`config.mk`:
```
export PLATFORM = sky130hd
export DESIGN_NAME = serial_tx_framer_flat
export DESIGN_NICKNAME = d
export VERILOG_FILES = /design/src/rtl/serial_tx_framer_pkg.sv /design/src/rtl/serial_tx_framer_if.sv /design/src/rtl/serial_tx_framer_tx_baud_counter.sv /design/src/rtl/serial_tx_framer.sv /design/src/flat_wrapper.sv
export SDC_FILE = /design/constraint.sdc
export NUM_CORES = 1
export LEC_CHECK = 0
export ABC_AREA = 1
export ABC_CLOCK_PERIOD_IN_PS = 1850
export BUFFER_PORTS_ARGS = -buffer_cell sky130_fd_sc_hd__buf_2
export CAP_MARGIN = 20
export CORE_ASPECT_RATIO = 0.75
export CORE_MARGIN = 2
export CORE_UTILIZATION = 30
export CTS_BUF_LIST = sky130_fd_sc_hd__clkbuf_4 sky130_fd_sc_hd__clkbuf_8
export DETAILED_ROUTE_END_ITERATION = 8
export PLACE_DENSITY = 0.49
export SKIP_LAST_GASP = 1
export SYNTH_ARGS = -nofsm -noshare
export SYNTH_HDL_FRONTEND = slang
export SYNTH_HIERARCHICAL = 1
export SYNTH_SLANG_ARGS = --single-unit
```
`constraint.sdc`:
```
create_clock -name Clk -period 1.85 [get_ports Clk]
set_clock_uncertainty 0.05 [all_clocks]
set_input_delay 0.37 -clock Clk [delete_from_list [all_inputs] [get_ports Clk]]
set_output_delay 0.37 -clock Clk [all_outputs]
set_load 0.005 [all_outputs]
```
`src/rtl/serial_tx_framer_pkg.sv`:
```
// Shared definitions for the serial transmit path: FSM states, line levels and
// the default word/baud sizing used by the controller and the receive side.
package serial_tx_framer_pkg;

  typedef enum logic [2:0] {
    IDLE,
    START,
    DATA,
    PARITY,
    STOP,
    DONE
  } tx_state_e;

  localparam logic LINE_IDLE = 1'b1;
  localparam logic START_BIT = 1'b0;
  localparam logic STOP_BIT  = 1'b1;

  localparam int unsigned DEF_DATA_WIDTH = 8;
  localparam int unsigned DEF_BAUD_DIV   = 4;

  // True for every state in which a bit is being driven onto the line.
  function automatic logic frame_is_busy(input tx_state_e s);
    return (s == START) || (s == DATA) || (s == PARITY) || (s == STOP);
  endfunction

endpackage

```
`src/rtl/serial_tx_framer_if.sv`:
```
// Handshake between the read/write flow controller (master) and the
// transmit framer (slave), plus the serial line and status back to the controller.
interface serial_tx_framer_if #(
  parameter int unsigned DATA_WIDTH = serial_tx_framer_pkg::DEF_DATA_WIDTH
);

  logic                  SampleData;
  logic [DATA_WIDTH-1:0] DataIn;
  logic                  TransferData;
  logic                  TxOut;
  logic                  TxBusy;
  logic                  TransferDone;

  modport master (
    output SampleData,
    output DataIn,
    output TransferData,
    input  TxOut,
    input  TxBusy,
    input  TransferDone
  );

  modport slave (
    input  SampleData,
    input  DataIn,
    input  TransferData,
    output TxOut,
    output TxBusy,
    output TransferDone
  );

endinterface

```
`src/rtl/serial_tx_framer_tx_baud_counter.sv`:
```
// Bit-period timer: counts while enabled and flags the last cycle of each
// BAUD_DIV-cycle bit period. Held at zero whenever disabled.
module tx_baud_counter #(
  parameter int unsigned BAUD_DIV = serial_tx_framer_pkg::DEF_BAUD_DIV
) (
  input  logic Clk,
  input  logic Reset,
  input  logic Enable,
  output logic Tick
);

  logic [7:0] count;

  assign Tick = Enable && (count == 8'(BAUD_DIV - 1));

  // Free-running period counter, restarted on every tick or when idle.
  always_ff @(posedge Clk or posedge Reset) begin
    if (Reset) begin
      count <= '0;
    end else if (!Enable || Tick) begin
      count <= '0;
    end else begin
      count <= count + 8'd1;
    end
  end

endmodule

```
`src/rtl/serial_tx_framer.sv`:
```
// Parallel-to-serial transmit framer. Captures a word on SampleData while idle,
// sends start / data LSB-first / optional even parity / stop on TransferData,
// and pulses TransferDone for one cycle when the frame has left the line.
module serial_tx_framer
  import serial_tx_framer_pkg::*;
#(
  parameter int unsigned DATA_WIDTH = DEF_DATA_WIDTH,
  parameter int unsigned BAUD_DIV   = DEF_BAUD_DIV,
  parameter int unsigned PARITY_EN  = 0
) (
  input logic              Clk,
  input logic              Reset,
  serial_tx_framer_if.slave bus
);

  localparam int unsigned CNT_W = (DATA_WIDTH > 1) ? $clog2(DATA_WIDTH) : 1;
  localparam logic [CNT_W-1:0] LAST_BIT = CNT_W'(DATA_WIDTH - 1);

  tx_state_e             state, next_state;
  logic                  tx_out, next_tx;
  logic                  tx_busy;
  logic                  transfer_done;
  logic [DATA_WIDTH-1:0] hold_reg;
  logic                  loaded;
  logic [DATA_WIDTH-1:0] shift_reg, shift_next;
  logic                  parity_acc, parity_next;
  logic [CNT_W-1:0]      bit_cnt, cnt_next;
  logic                  tick;
  logic                  go;

  // A word captured in the same idle cycle counts as loaded for the start decision.
  assign go = bus.TransferData && (loaded || bus.SampleData);

  tx_baud_counter #(
    .BAUD_DIV(BAUD_DIV)
  ) u_baud (
    .Clk   (Clk),
    .Reset (Reset),
    .Enable(frame_is_busy(state)),
    .Tick  (tick)
  );

  // Next state plus the line level and datapath values for the next cycle.
  // The line bit is chosen from the upcoming state so TxOut stays a flop.
  always_comb begin
    next_state  = state;
    next_tx     = tx_out;
    shift_next  = shift_reg;
    parity_next = parity_acc;
    cnt_next    = bit_cnt;
    unique case (state)
      IDLE: begin
        if (go) begin
          next_state  = START;
          next_tx     = START_BIT;
          shift_next  = bus.SampleData ? bus.DataIn : hold_reg;
          parity_next = 1'b0;
          cnt_next    = '0;
        end
      end
      START: begin
        if (tick) begin
          next_state = DATA;
          next_tx    = shift_reg[0];
        end
      end
      DATA: begin
        if (tick) begin
          parity_next = parity_acc ^ shift_reg[0];
          shift_next  = shift_reg >> 1;
          if (bit_cnt == LAST_BIT) begin
            cnt_next = '0;
            if (PARITY_EN != 0) begin
              next_state = PARITY;
              next_tx    = parity_next;
            end else begin
              next_state = STOP;
              next_tx    = STOP_BIT;
            end
          end else begin
            cnt_next = bit_cnt + 1'b1;
            next_tx  = shift_next[0];
          end
        end
      end
      PARITY: begin
        if (tick) begin
          next_state = STOP;
          next_tx    = STOP_BIT;
        end
      end
      STOP: begin
        if (tick) begin
          next_state = DONE;
          next_tx    = LINE_IDLE;
        end
      end
      DONE: begin
        next_state = IDLE;
        next_tx    = LINE_IDLE;
      end
      default: begin
        next_state = IDLE;
        next_tx    = LINE_IDLE;
      end
    endcase
  end

  // State register and registered outputs.
  always_ff @(posedge Clk or posedge Reset) begin
    if (Reset) begin
      state         <= IDLE;
      tx_out        <= LINE_IDLE;
      tx_busy       <= 1'b0;
      transfer_done <= 1'b0;
    end else begin
      state         <= next_state;
      tx_out        <= next_tx;
      tx_busy       <= frame_is_busy(next_state);
      transfer_done <= (next_state == DONE);
    end
  end

  // Holding register: captures only while idle so an in-flight frame is untouched.
  always_ff @(posedge Clk or posedge Reset) begin
    if (Reset) begin
      hold_reg <= '0;
      loaded   <= 1'b0;
    end else if (state == IDLE && bus.SampleData) begin
      hold_reg <= bus.DataIn;
      loaded   <= 1'b1;
    end else if (state == DONE) begin
      loaded   <= 1'b0;
    end
  end

  // Shift register, parity accumulator and bit counter.
  always_ff @(posedge Clk or posedge Reset) begin
    if (Reset) begin
      shift_reg  <= '0;
      parity_acc <= 1'b0;
      bit_cnt    <= '0;
    end else begin
      shift_reg  <= shift_next;
      parity_acc <= parity_next;
      bit_cnt    <= cnt_next;
    end
  end

  assign bus.TxOut        = tx_out;
  assign bus.TxBusy       = tx_busy;
  assign bus.TransferDone = transfer_done;

endmodule

```
`src/flat_wrapper.sv`:
```
// flat-port wrapper written by rule: the top's interface ports become plain ports
module serial_tx_framer_flat import serial_tx_framer_pkg::*;
#(
  parameter int unsigned DATA_WIDTH = DEF_DATA_WIDTH,
  parameter int unsigned BAUD_DIV   = DEF_BAUD_DIV,
  parameter int unsigned PARITY_EN  = 0
)
  (Clk, Reset, bus_SampleData, bus_DataIn, bus_TransferData, bus_TxOut, bus_TxBusy, bus_TransferDone);
  serial_tx_framer_if #(.DATA_WIDTH(DATA_WIDTH)) bus_i ();
  input logic Clk;
  input logic Reset;
  input wire logic [$bits(bus_i.SampleData)-1:0] bus_SampleData;
  input wire logic [$bits(bus_i.DataIn)-1:0] bus_DataIn;
  input wire logic [$bits(bus_i.TransferData)-1:0] bus_TransferData;
  output wire logic [$bits(bus_i.TxOut)-1:0] bus_TxOut;
  output wire logic [$bits(bus_i.TxBusy)-1:0] bus_TxBusy;
  output wire logic [$bits(bus_i.TransferDone)-1:0] bus_TransferDone;
  assign bus_i.SampleData = bus_SampleData;
  assign bus_i.DataIn = bus_DataIn;
  assign bus_i.TransferData = bus_TransferData;
  assign bus_TxOut = bus_i.TxOut;
  assign bus_TxBusy = bus_i.TxBusy;
  assign bus_TransferDone = bus_i.TransferDone;
  serial_tx_framer #(.DATA_WIDTH(DATA_WIDTH), .BAUD_DIV(BAUD_DIV), .PARITY_EN(PARITY_EN)) u_core (.Clk(Clk), .Reset(Reset), .bus(bus_i));
endmodule
```
# --- Word-level counts from Yosys, hierarchy flattened ---
# Index checks and enable logic that the tools add are counted.
classes:
  n_eq_ne: 16
  addsub: 2
  n_mux: 24
  n_reduce_logical: 18
ops:
  columns: ["op", "count"]
  rows:
  - ["$mux 8", 4]
  - ["$mux 3", 9]
  - ["$pmux 8 s2", 1]
  - ["$eq 3x3->1 const B", 5]
  - ["$pmux 3 s5", 1]
  - ["$eq 3x2->1 const B", 4]
  - ["$add 8x1->8 const B", 1]
  - ["$eq 8x2->1 const B", 1]
  - ["$logic_or 1x1->1", 8]
  - ["$mux 1", 7]
  - ["$eq 3x1->1 const B", 2]
  - ["$pmux 3 s2", 1]
  - ["$ne 2x1->1 const B", 2]
  - ["$ne 2x2->1 const B", 2]
  - ["$pmux 1 s4", 1]
  - ["$reduce_and 4->1", 1]
  - ["$reduce_bool 2->1", 2]
  - ["$add 3x1->3 const B", 1]
  - ["$logic_and 1x1->1", 3]
  - ["$logic_not 3->1", 1]
  - ["$reduce_and 3->1", 1]
  - ["$reduce_or 2->1", 1]
  - ["$logic_not 1->1", 1]
word_totals:
  in_bits: 12
  reg_bits: 34

# --- Longest topological paths before layout ---
# Gate-level depths: netlist of run 1.
logic_depth:
  ltp_word: 11
  ltp_mapped: 13
  depth_no_buf: 12

# --- Cells and area by module ---
# Netlist of run 1, hierarchy kept.
by_module_without_submodules:
  columns: ["module", "cells_each", "area_each_um2", "seq_area_each_um2", "instances"]
  rows:
  - ["serial_tx_framer", 181, 1488.9, 651.9, 1]
  - ["tx_baud_counter", 57, 429.2, 200.2, 1]

# --- Worst setup path after synthesis of run 1 ---
# OpenSTA, ideal clock, no wires.
synth_timing:
  path_type: "flip-flop to flip-flop"
  startpoint: "reg u_core.state[1]"
  endpoint: "reg u_core.shift_reg[7]"
  arrival_ns: 1.718
  slack_ns: -0.042
  path_buffers: 2
  stages_incl_launch_ff: 11
  cell_sequence: "dfrtp_1 buf_2 inv_1 nand3_1 nand2_1 inv_1 nor2_1 inv_1 o21ai_4 buf_6 o22ai_2"
synth_between:
  elab_chain_cells: 7
  elab_cells_between_ends: 14
  cone_classes: "eq/ne: 6; mux: 1; reduce/logical: 7"
synth_rtl:
  columns: ["element", "line", "rtl"]
  rows:
  - ["start: declaration", "serial_tx_framer.sv:19", "tx_state_e state, next_state;"]
  - ["start signal: assignment", "serial_tx_framer.sv:117", "state <= next_state;"]
  - ["$eq 3x1->1 / $eq 3x2->1 (equally long branches)", "serial_tx_framer_pkg.sv:23", "return (s == START) || (s == DATA) || (s == PARITY) || (s == STOP);"]
  - ["$logic_or 1x1->1 (2 in series)", "serial_tx_framer_pkg.sv:23", null]
  - ["$logic_or 1x1->1 *", "serial_tx_framer_pkg.sv:23", null]
  - ["$logic_and 1x1->1 *", "serial_tx_framer_tx_baud_counter.sv:14", "assign Tick = Enable && (count == 8'(BAUD_DIV - 1));"]
  - ["net u_core.tick", "serial_tx_framer.sv:28", "logic tick;"]
  - ["$ne 2x2->1 (no source line) *", null, null]
  - ["$reduce_and 3->1 (no source line) *", null, null]
  - ["end signal: assignment", "serial_tx_framer.sv:144", "shift_reg <= shift_next;"]
  - ["end: declaration", "serial_tx_framer.sv:25", "logic [DATA_WIDTH-1:0] shift_reg, shift_next;"]
# The timed path passes the listed nets; every way through them passes the cells marked *.
# A chain may end at the register's enable or synchronous reset.

# --- Final worst setup path of run 1 ---
# Same ends and word-level chain as after synthesis.

==> run summary, run 1 <==
The die is 96.3 um wide. The worst register-to-register path begins at u_core/state[1]$_DFF_PP0_. The number of flops mapped to enable cells by yosys was 0; the register bit count reported by yosys was 34. In this run the worst hold path is classified as input port to register. Counting flops with an async set or reset pin after synthesis yields a share of 100%.

The filler cell count in the final layout was 672. The die covers 7060 um^2. The tightest slew margin relative to the limit was 76.6%. The run gives 0 as the remaining global-route overflow. TritonCTS built the clock tree. The number of instances in the synthesized netlist was 238; the final period demand of the worst path was 1.63 ns. By startpoint and endpoint, the worst setup path is classified as register to register. The logs give 1.75 ns for the data arrival time at the worst-slack endpoint and 2 for the maximum number of buffers from clock root to sink. The tools report the startpoint of the tightest hold check path as bus_DataIn[7]. The via count of the first global-routing pass is 1403, and the final setup violation count is 0. Summed over all layers, the routed wires come to 3.72 mm. The commonest cells after synthesis are nand2_1, inv_1, dfrtp_1. Clock-pin slew was measured on the worst setup and hold paths at 0.07 ns. The largest fanout on the critical path is 10.

For the number of primary I/O pins, the log shows 15. Required time at the endpoint of the critical path: 1.97 ns. The worst register-to-register path has a depth of 9. In this run the mean area of a mapped cell was 8.06 um^2.

The number of antenna violations at the first check in global routing is 0, and the initial core utilization is 30.7%. For the number of clock sinks seen by CTS, the log shows 34. The analysis attributes to cell leakage a power of 1.14 nW. When the netlist entered floorplanning its net count stood at 253. The count of vias placed by the detailed router was 1500. The first global-routing pass estimated 6.56 mm of wire. The total DRC errors in the routed layout was 0; the largest net degree at the start of global routing was 27.

The die is 73.3 um tall. After detailed routing, the number of vias per cell comes to 4.31. The standard-cell row count came out at 25.

The flow ran to the end, and the final reports show no timing, DRC or antenna violations. Final hold analysis gives a worst-case slack of 0.287 ns. Summed over all nets, the half-perimeter wirelength after detailed placement is 2.64 mm. The tools report the final worst setup slack as 0.217 ns.

In the final layout, the share of cells above drive strength 1 is 27.0%. The share of the core filled with cells is 36.2%. The slew at the pin closest to its max-slew limit is 0.351 ns. The root buffer cell chosen for the clock tree is clkbuf_8. The top cell type's share of synthesized area is 43.1%. The run gives 0 ns as the setup total negative slack. The run gives 281 as the number of nets in the final layout. The worst hold path was traced through 3 stages. Timing would allow up to 0.612 GHz. The detailed router finished its first iteration with 52 violations.

The weighted congestion reported at the end of routability-driven placement came out at 0.861. The end point of the most critical hold path is u_core/hold_reg[7]$_DFFE_PP0P_. The cell area that synthesis handed to floorplanning was 1920 um^2. Dividing total power by cell area gives a power density of 1270 nW/um^2.

Post-placement setup slack: 0.190 ns. Final non-filler cell total: 348. The count of nets left with antenna violations once routing finished came out at 0. The number of antenna diodes in the final layout is 0. Cell taking the most area after synthesis: dfrtp_1. The number of iterations in the first detailed-routing pass is 5.

The hold violation total from the final report came out at 0. Commonest register cell after synthesis: dfrtp_1. After detailed routing, the average wire length per cell comes to 10.7 um. The tools report the unique cell type count in the Yosys netlist as 27. The run gives 6260 um^2 as the core region area.

Setup repair after global routing left no endpoint under its margin. The tools report the endpoint of the worst register-to-register path as u_core/shift_reg[7]$_DFFE_PP0P_. Tracing the worst setup path back leads to its startpoint at u_core/state[1]$_DFF_PP0_. During placement, the flow inserted port buffers numbering 14.

The worst setup path is launched from a register. Period utilization: 88.3%. For the internal reg-to-reg setup slack, the log shows 0.22 ns.

The all-layer global routing usage came out at 12.0%. VDD sags by at most 0.000413 V. Yosys instantiated no cell more often than nand2_1.

The area used by multi-input combinational logic was 857 um^2; the number of CTS-inserted buffers was 5. The later pin in the worst-skew pair is clocked with a latency of 0.28 ns. Once placement completed, the tool counted placed cells totaling 337. Across the whole layout, storage elements account for 853 um^2. The H-tree was split into 2 levels. STA classifies the critical path endpoint as a register. The area growth from synthesis to layout is 18.0%. During synthesis, Yosys emitted a total of 6 warnings. Sequential cells were found to cover 44.4% of the synthesized design area. The final count of pins violating max slew is 0, and the number of maximum-capacitance constraint violations is 0. By area the synthesized netlist is led by dfrtp_1, nand2_1, inv_1.
## stage by stage
| stage | cell area [um^2] | total power, W |
|---|---|---|
| after floorplan | 1920 | 0.00197 |
| after global placement | 2120 | 0.00226 |
| after detailed placement | 2120 | 0.00226 |
| after CTS | 2230 | 0.00286 |
| after global routing | 2260 | 0.00314 |
| final | 2260 | 0.00288 |
## per-layer routing
metal  part of all wire [%]  vias to the layer above  track usage (%)
met1                     54                      679             18.0
met2                     42                       19             17.0
met4                   0.38                        0             2.82
li1                       -                      800                -
met3                    3.7                        2             3.38
met5                      0                        -                0
## final cells by class
class                      instances  area share (%)
inverter                          39            6.58
sequential                        34            37.7
tap                               81            4.48
clock inverter                     1           0.221
multi-input combinational        158            37.9
clock buffer                       7            3.98
timing repair buffer              28            9.18
## how the worst max path moves through the flow
stage	cells past startpoint	slack [ns]	end
after global routing	12	0.006	u_core/bus.TxBusy$_DFF_PP0_
after global placement	10	0.22	u_core/bit_cnt[2]$_DFFE_PP0P_
after CTS	10	0.17	u_core/bit_cnt[2]$_DFFE_PP0P_
after detailed placement	12	0.19	u_core/bus.TxBusy$_DFF_PP0_
final	9	0.22	u_core/shift_reg[7]$_DFFE_PP0P_
after floorplan	10	0.04	u_core/shift_reg[7]$_DFFE_PP0P_
## cells by family after synthesis
group                    synth area share (%)
XOR/XNOR                                0.913
adder cells (fa/ha/maj)                  1.96
flip-flops                               44.4
AO/OA/AOI/OAI                            13.4
multiplexers                            0.522
AND/OR/NAND/NOR                          27.7
buffers and inverters                    11.0
## report_power, final
| part | leakage [nW] | total [W] | internal, W | switching (W) |
|---|---|---|---|---|
| clock | 0.0517 | 0.000587 | 0.000315 | 0.000271 |
| sequential | 0.431 | 0.00110 | 0.000981 | 0.000124 |
| combinational | 0.661 | 0.00119 | 0.000492 | 0.000697 |
| total | 1.14 | 0.00288 | 0.00179 | 0.00109 |
## what timing repair did
action                                  4_1_cts  5_1_grt
endpoints found under the setup margin        0        5
gates resized for setup                       0        1
hold buffers                                  1        0
hold endpoints to repair                      8        0
buffers inserted                              0        1
## worst max-delay path, stage by stage (launching register included)
cell and delay (ns):
dfrtp_1 0.39, inv_1 0.08, nand3_1 0.12, nand2_1 0.13, inv_1 0.06, nor2_2 0.11, inv_1 0.11, o21ai_4 0.21
clkbuf_16 0.21, o22ai_2 0.06
## layout by cell type, fill, tap and decap left out, types with 2 or more instances in the layout
cell,count
o21ai_2,13
inv_1,36
buf_4,11
ha_1,3
nor2_2,8
nand2_4,4
nand4_1,4
nor2_1,16
buf_2,14
o21ai_1,6
nand3_2,2
nand3_1,14
nor3_1,3
dfrtp_1,32
nand2_1,60
clkbuf_8,6
nand2_2,2
o21ai_0,17
inv_2,2
Power figures use the tool's default switching activity.
==> inputs of run 2 (changes only) <==
--- a/config.mk
+++ b/config.mk
@@ -15,6 +15,7 @@
 export CTS_BUF_LIST = sky130_fd_sc_hd__clkbuf_4 sky130_fd_sc_hd__clkbuf_8
 export DETAILED_ROUTE_END_ITERATION = 8
 export PLACE_DENSITY = 0.49
+export RECOVER_POWER = 25
 export SKIP_LAST_GASP = 1
 export SYNTH_ARGS = -nofsm -noshare
 export SYNTH_HDL_FRONTEND = slang
==> run 2 against run 1 <==
Effect of this change: sequential share of layout area rose by 0.063 points; sequential power barely moved; worst hold slack did not move; first-iteration DRC count did not move; largest cell class unchanged; largest power group unchanged.
==> run summary, run 2 (synthesis gave the netlist of run 1 again) <==
The tools report the type of origin of the critical path as a register. The period utilization works out to 88.3% (unchanged). The CTS root buffer is clkbuf_8. The logs give 2120 um^2 (unchanged) for the post-placement cell area and 7060 um^2 (unchanged) for the area of the die.

Setup repair after global routing left no endpoint under its margin. The flow ran to the end, and the final reports show no timing, DRC or antenna violations. For the number of antenna violations at the first check in global routing, the log shows 0 (unchanged). For the tightest slew margin relative to the limit, the log shows 54.6% (-22 points). The delay contributed by the slowest stage of the critical path works out to 0.39 ns (about the same). The final count of pins violating max slew was 0 (unchanged).

The via count of the first global-routing pass is 1403 (unchanged), and the largest fanout on the critical path is 10 (unchanged). The setup total negative slack is 0 ns (unchanged), and the number of nets in the final layout is 281 (unchanged). The run gives 6.56 mm (unchanged) as the first-pass GRT wire length. The hold violation total from the final report was 0 (unchanged); the worst vdd rail ir drop was 0.000413 V (about the same). The slew at the pin closest to its max-slew limit is 0.682 ns (+0.331 ns). The logs give 673 (+0.15%) for the filler cell count in the final layout and 348 (unchanged) for the final non-filler cell total.

The library cell used most frequently in the layout, excluding fill and tap cells, is nand2_1. Core region area: 6260 um^2 (unchanged). The data arrival time at the worst-slack endpoint was 1.75 ns (about the same). The path type of the worst setup path was register to register. The count of vias placed by the detailed router was 1500 (unchanged).

From synthesis to final layout, the design area changed by 17.8%. The detailed placement HPWL was 2.64 mm (unchanged); the weighted congestion reported at the end of routability-driven placement was 0.861 (unchanged). The path class of the tightest hold or removal check is input port to register. For the all-layer global routing usage, the log shows 12.0% (unchanged). The buffers plus inverters on the worst setup path was 4 (unchanged).

The total DRC errors in the routed layout is 0 (unchanged), and the maximum number of buffers from clock root to sink is 2 (unchanged). The initial core utilization was 30.7% (unchanged); the count of buffers from port buffering was 14 (unchanged). The clock slew seen by the registers of the worst setup and hold paths works out to 0.07 ns (about the same). Required time at the endpoint of the critical path: 1.97 ns (about the same).

The tools report the endpoint class of the critical path as a register. The run gives 0 (unchanged) as the number of maximum-capacitance constraint violations. The final period demand of the worst path was 1.63 ns (unchanged). The horizontal extent of the die was 96.3 um (unchanged); the remaining global-route overflow was 0 (unchanged). Leaving out fill and tap cells, the most frequent cells in the layout are nand2_1, inv_1, dfrtp_1, o21ai_0, nor2_1. The routed via count divided by cell count is 4.31 (unchanged). The number of clock sinks seen by CTS is 34 (unchanged). The deepest level of the CTS H-tree was 2 (unchanged). The run gives 0 (unchanged) as the count of inserted antenna diode cells. TritonCTS built the clock tree. The clock latency on the worst-skew pair was 0.28 ns (about the same). The largest net degree at the start of global routing is 27 (unchanged), and the final setup violation count is 0 (unchanged). The power density over the cells was 1270 nW/um^2 (+0.13%); the highest achievable clock rate was 0.612 GHz (unchanged). The slowest stage of the critical path is the dfrtp_1 cell. The cell family contributing the most delay on the critical path is buffers and inverters. Routed length per instance: 10.7 um (about the same).

The height of the die came out at 73.3 um (unchanged). Walking the worst path, the cells encountered are inv_1 > nand3_1 > nand2_1 > inv_1 > nor2_2 > inv_1 > o21ai_4 > clkbuf_16 > o22ai_2. The run gives 0 (unchanged) as the number of routed nets with antenna violations. The logs give 337 (unchanged) for the number of instances in the placed design and 25 (unchanged) for the standard-cell row count.

The run gives 1.14 nW (-0.30%) as the standby leakage power. The total non-filler cell area in the finished layout was 2260 um^2 (-0.17%); the number of iterations in the first detailed-routing pass was 5 (unchanged). Cell occurring most often along the worst timing path: inv_1. The run gives 15 (unchanged) as the number of primary I/O pins. The run gives 5 (unchanged) as the number of CTS-inserted buffers. The tools report the count of routing violations after the opening detailed-route iteration as 52 (unchanged). The fraction of final layout cells sized beyond drive strength 1 was 26.6% (-0.37 points). The total detailed-routing wirelength is 3.72 mm (about the same).
## run 2: cell count changes in the layout (fill, tap and decap cells not counted), sizes merged
cell	previous run	this run
buf	26	24
clkbuf	8	10
## run 2: through the flow
| stage | setup slack, ns | power [W] | hold WS, ns | utilization (%) |
|---|---|---|---|---|
| after detailed placement | 0.190 | 0.00226 | 0.300 | 34.0 |
| after global placement | 0.217 | 0.00226 | 0.305 | 34.0 |
| after floorplan | 0.0397 | 0.00197 | 0.136 | - |
| final | 0.217 | 0.00288 | 0.287 | 36.1 |
| after CTS | 0.172 | 0.00286 | 0.276 | 35.6 |
| after global routing | 0.00588 | 0.00314 | 0.287 | 36.1 |
## run 2: where the power goes
part	internal, W	switching, W	total (W)
sequential	0.000981	0.000124	0.00110
clock	0.000315	0.000271	0.000587
combinational	0.000491	0.000697	0.00119
total	0.00179	0.00109	0.00288
## run 2: path summary, 6_finish.rpt
check	start	end	slack (ns)	cells after the start
max	u_core/state[1]$_DFF_PP0_	u_core/shift_reg[7]$_DFFE_PP0P_	0.22	9
min	bus_DataIn[7]	u_core/hold_reg[7]$_DFFE_PP0P_	0.29	3
max reg2reg	u_core/state[1]$_DFF_PP0_	u_core/shift_reg[7]$_DFFE_PP0P_	0.22	9
min reg2reg	u_core/bus.TxOut$_DFFE_PP1P_	u_core/bus.TxOut$_DFFE_PP1P_	0.42	2
max in group asynchronous	Reset	u_core/state[2]$_DFF_PP0_	0.52	4
min in group asynchronous	Reset	u_core/u_baud/count[2]$_DFF_PP0_	0.52	3
## run 2: worst register-to-register path: cells and delay by family (launching register included)
kind                   cells  cell delay (ns)
DFF                        1             0.39
buffers and inverters      4             0.46
AOI/OAI and AO/OA          2             0.27
and+or+nand+nor            3             0.36
## run 2: what timing repair did
action                     CTS  global route
resized for setup            0             1
hold endpoints to repair     8             0
buffers inserted             0             1
hold buffers                 1             0
setup endpoints to repair    0             5
## run 2: per-layer routing
metal / share of wire [%] / track usage, %
met3: 3.7 / 3.38
met4: 0.38 / 2.82
met2: 42 / 17.0
met5: 0 / 0
met1: 54 / 18.0
## run 2: area by class of cell
type	count	area [um^2]	area share, %
timing repair buffer	28	204	9.03
clock buffer	7	90.1	3.99
inverter	39	149	6.59
clock inverter	1	5.00	0.221
sequential	34	853	37.8
multi-input combinational	158	857	37.9
tap	81	101	4.49
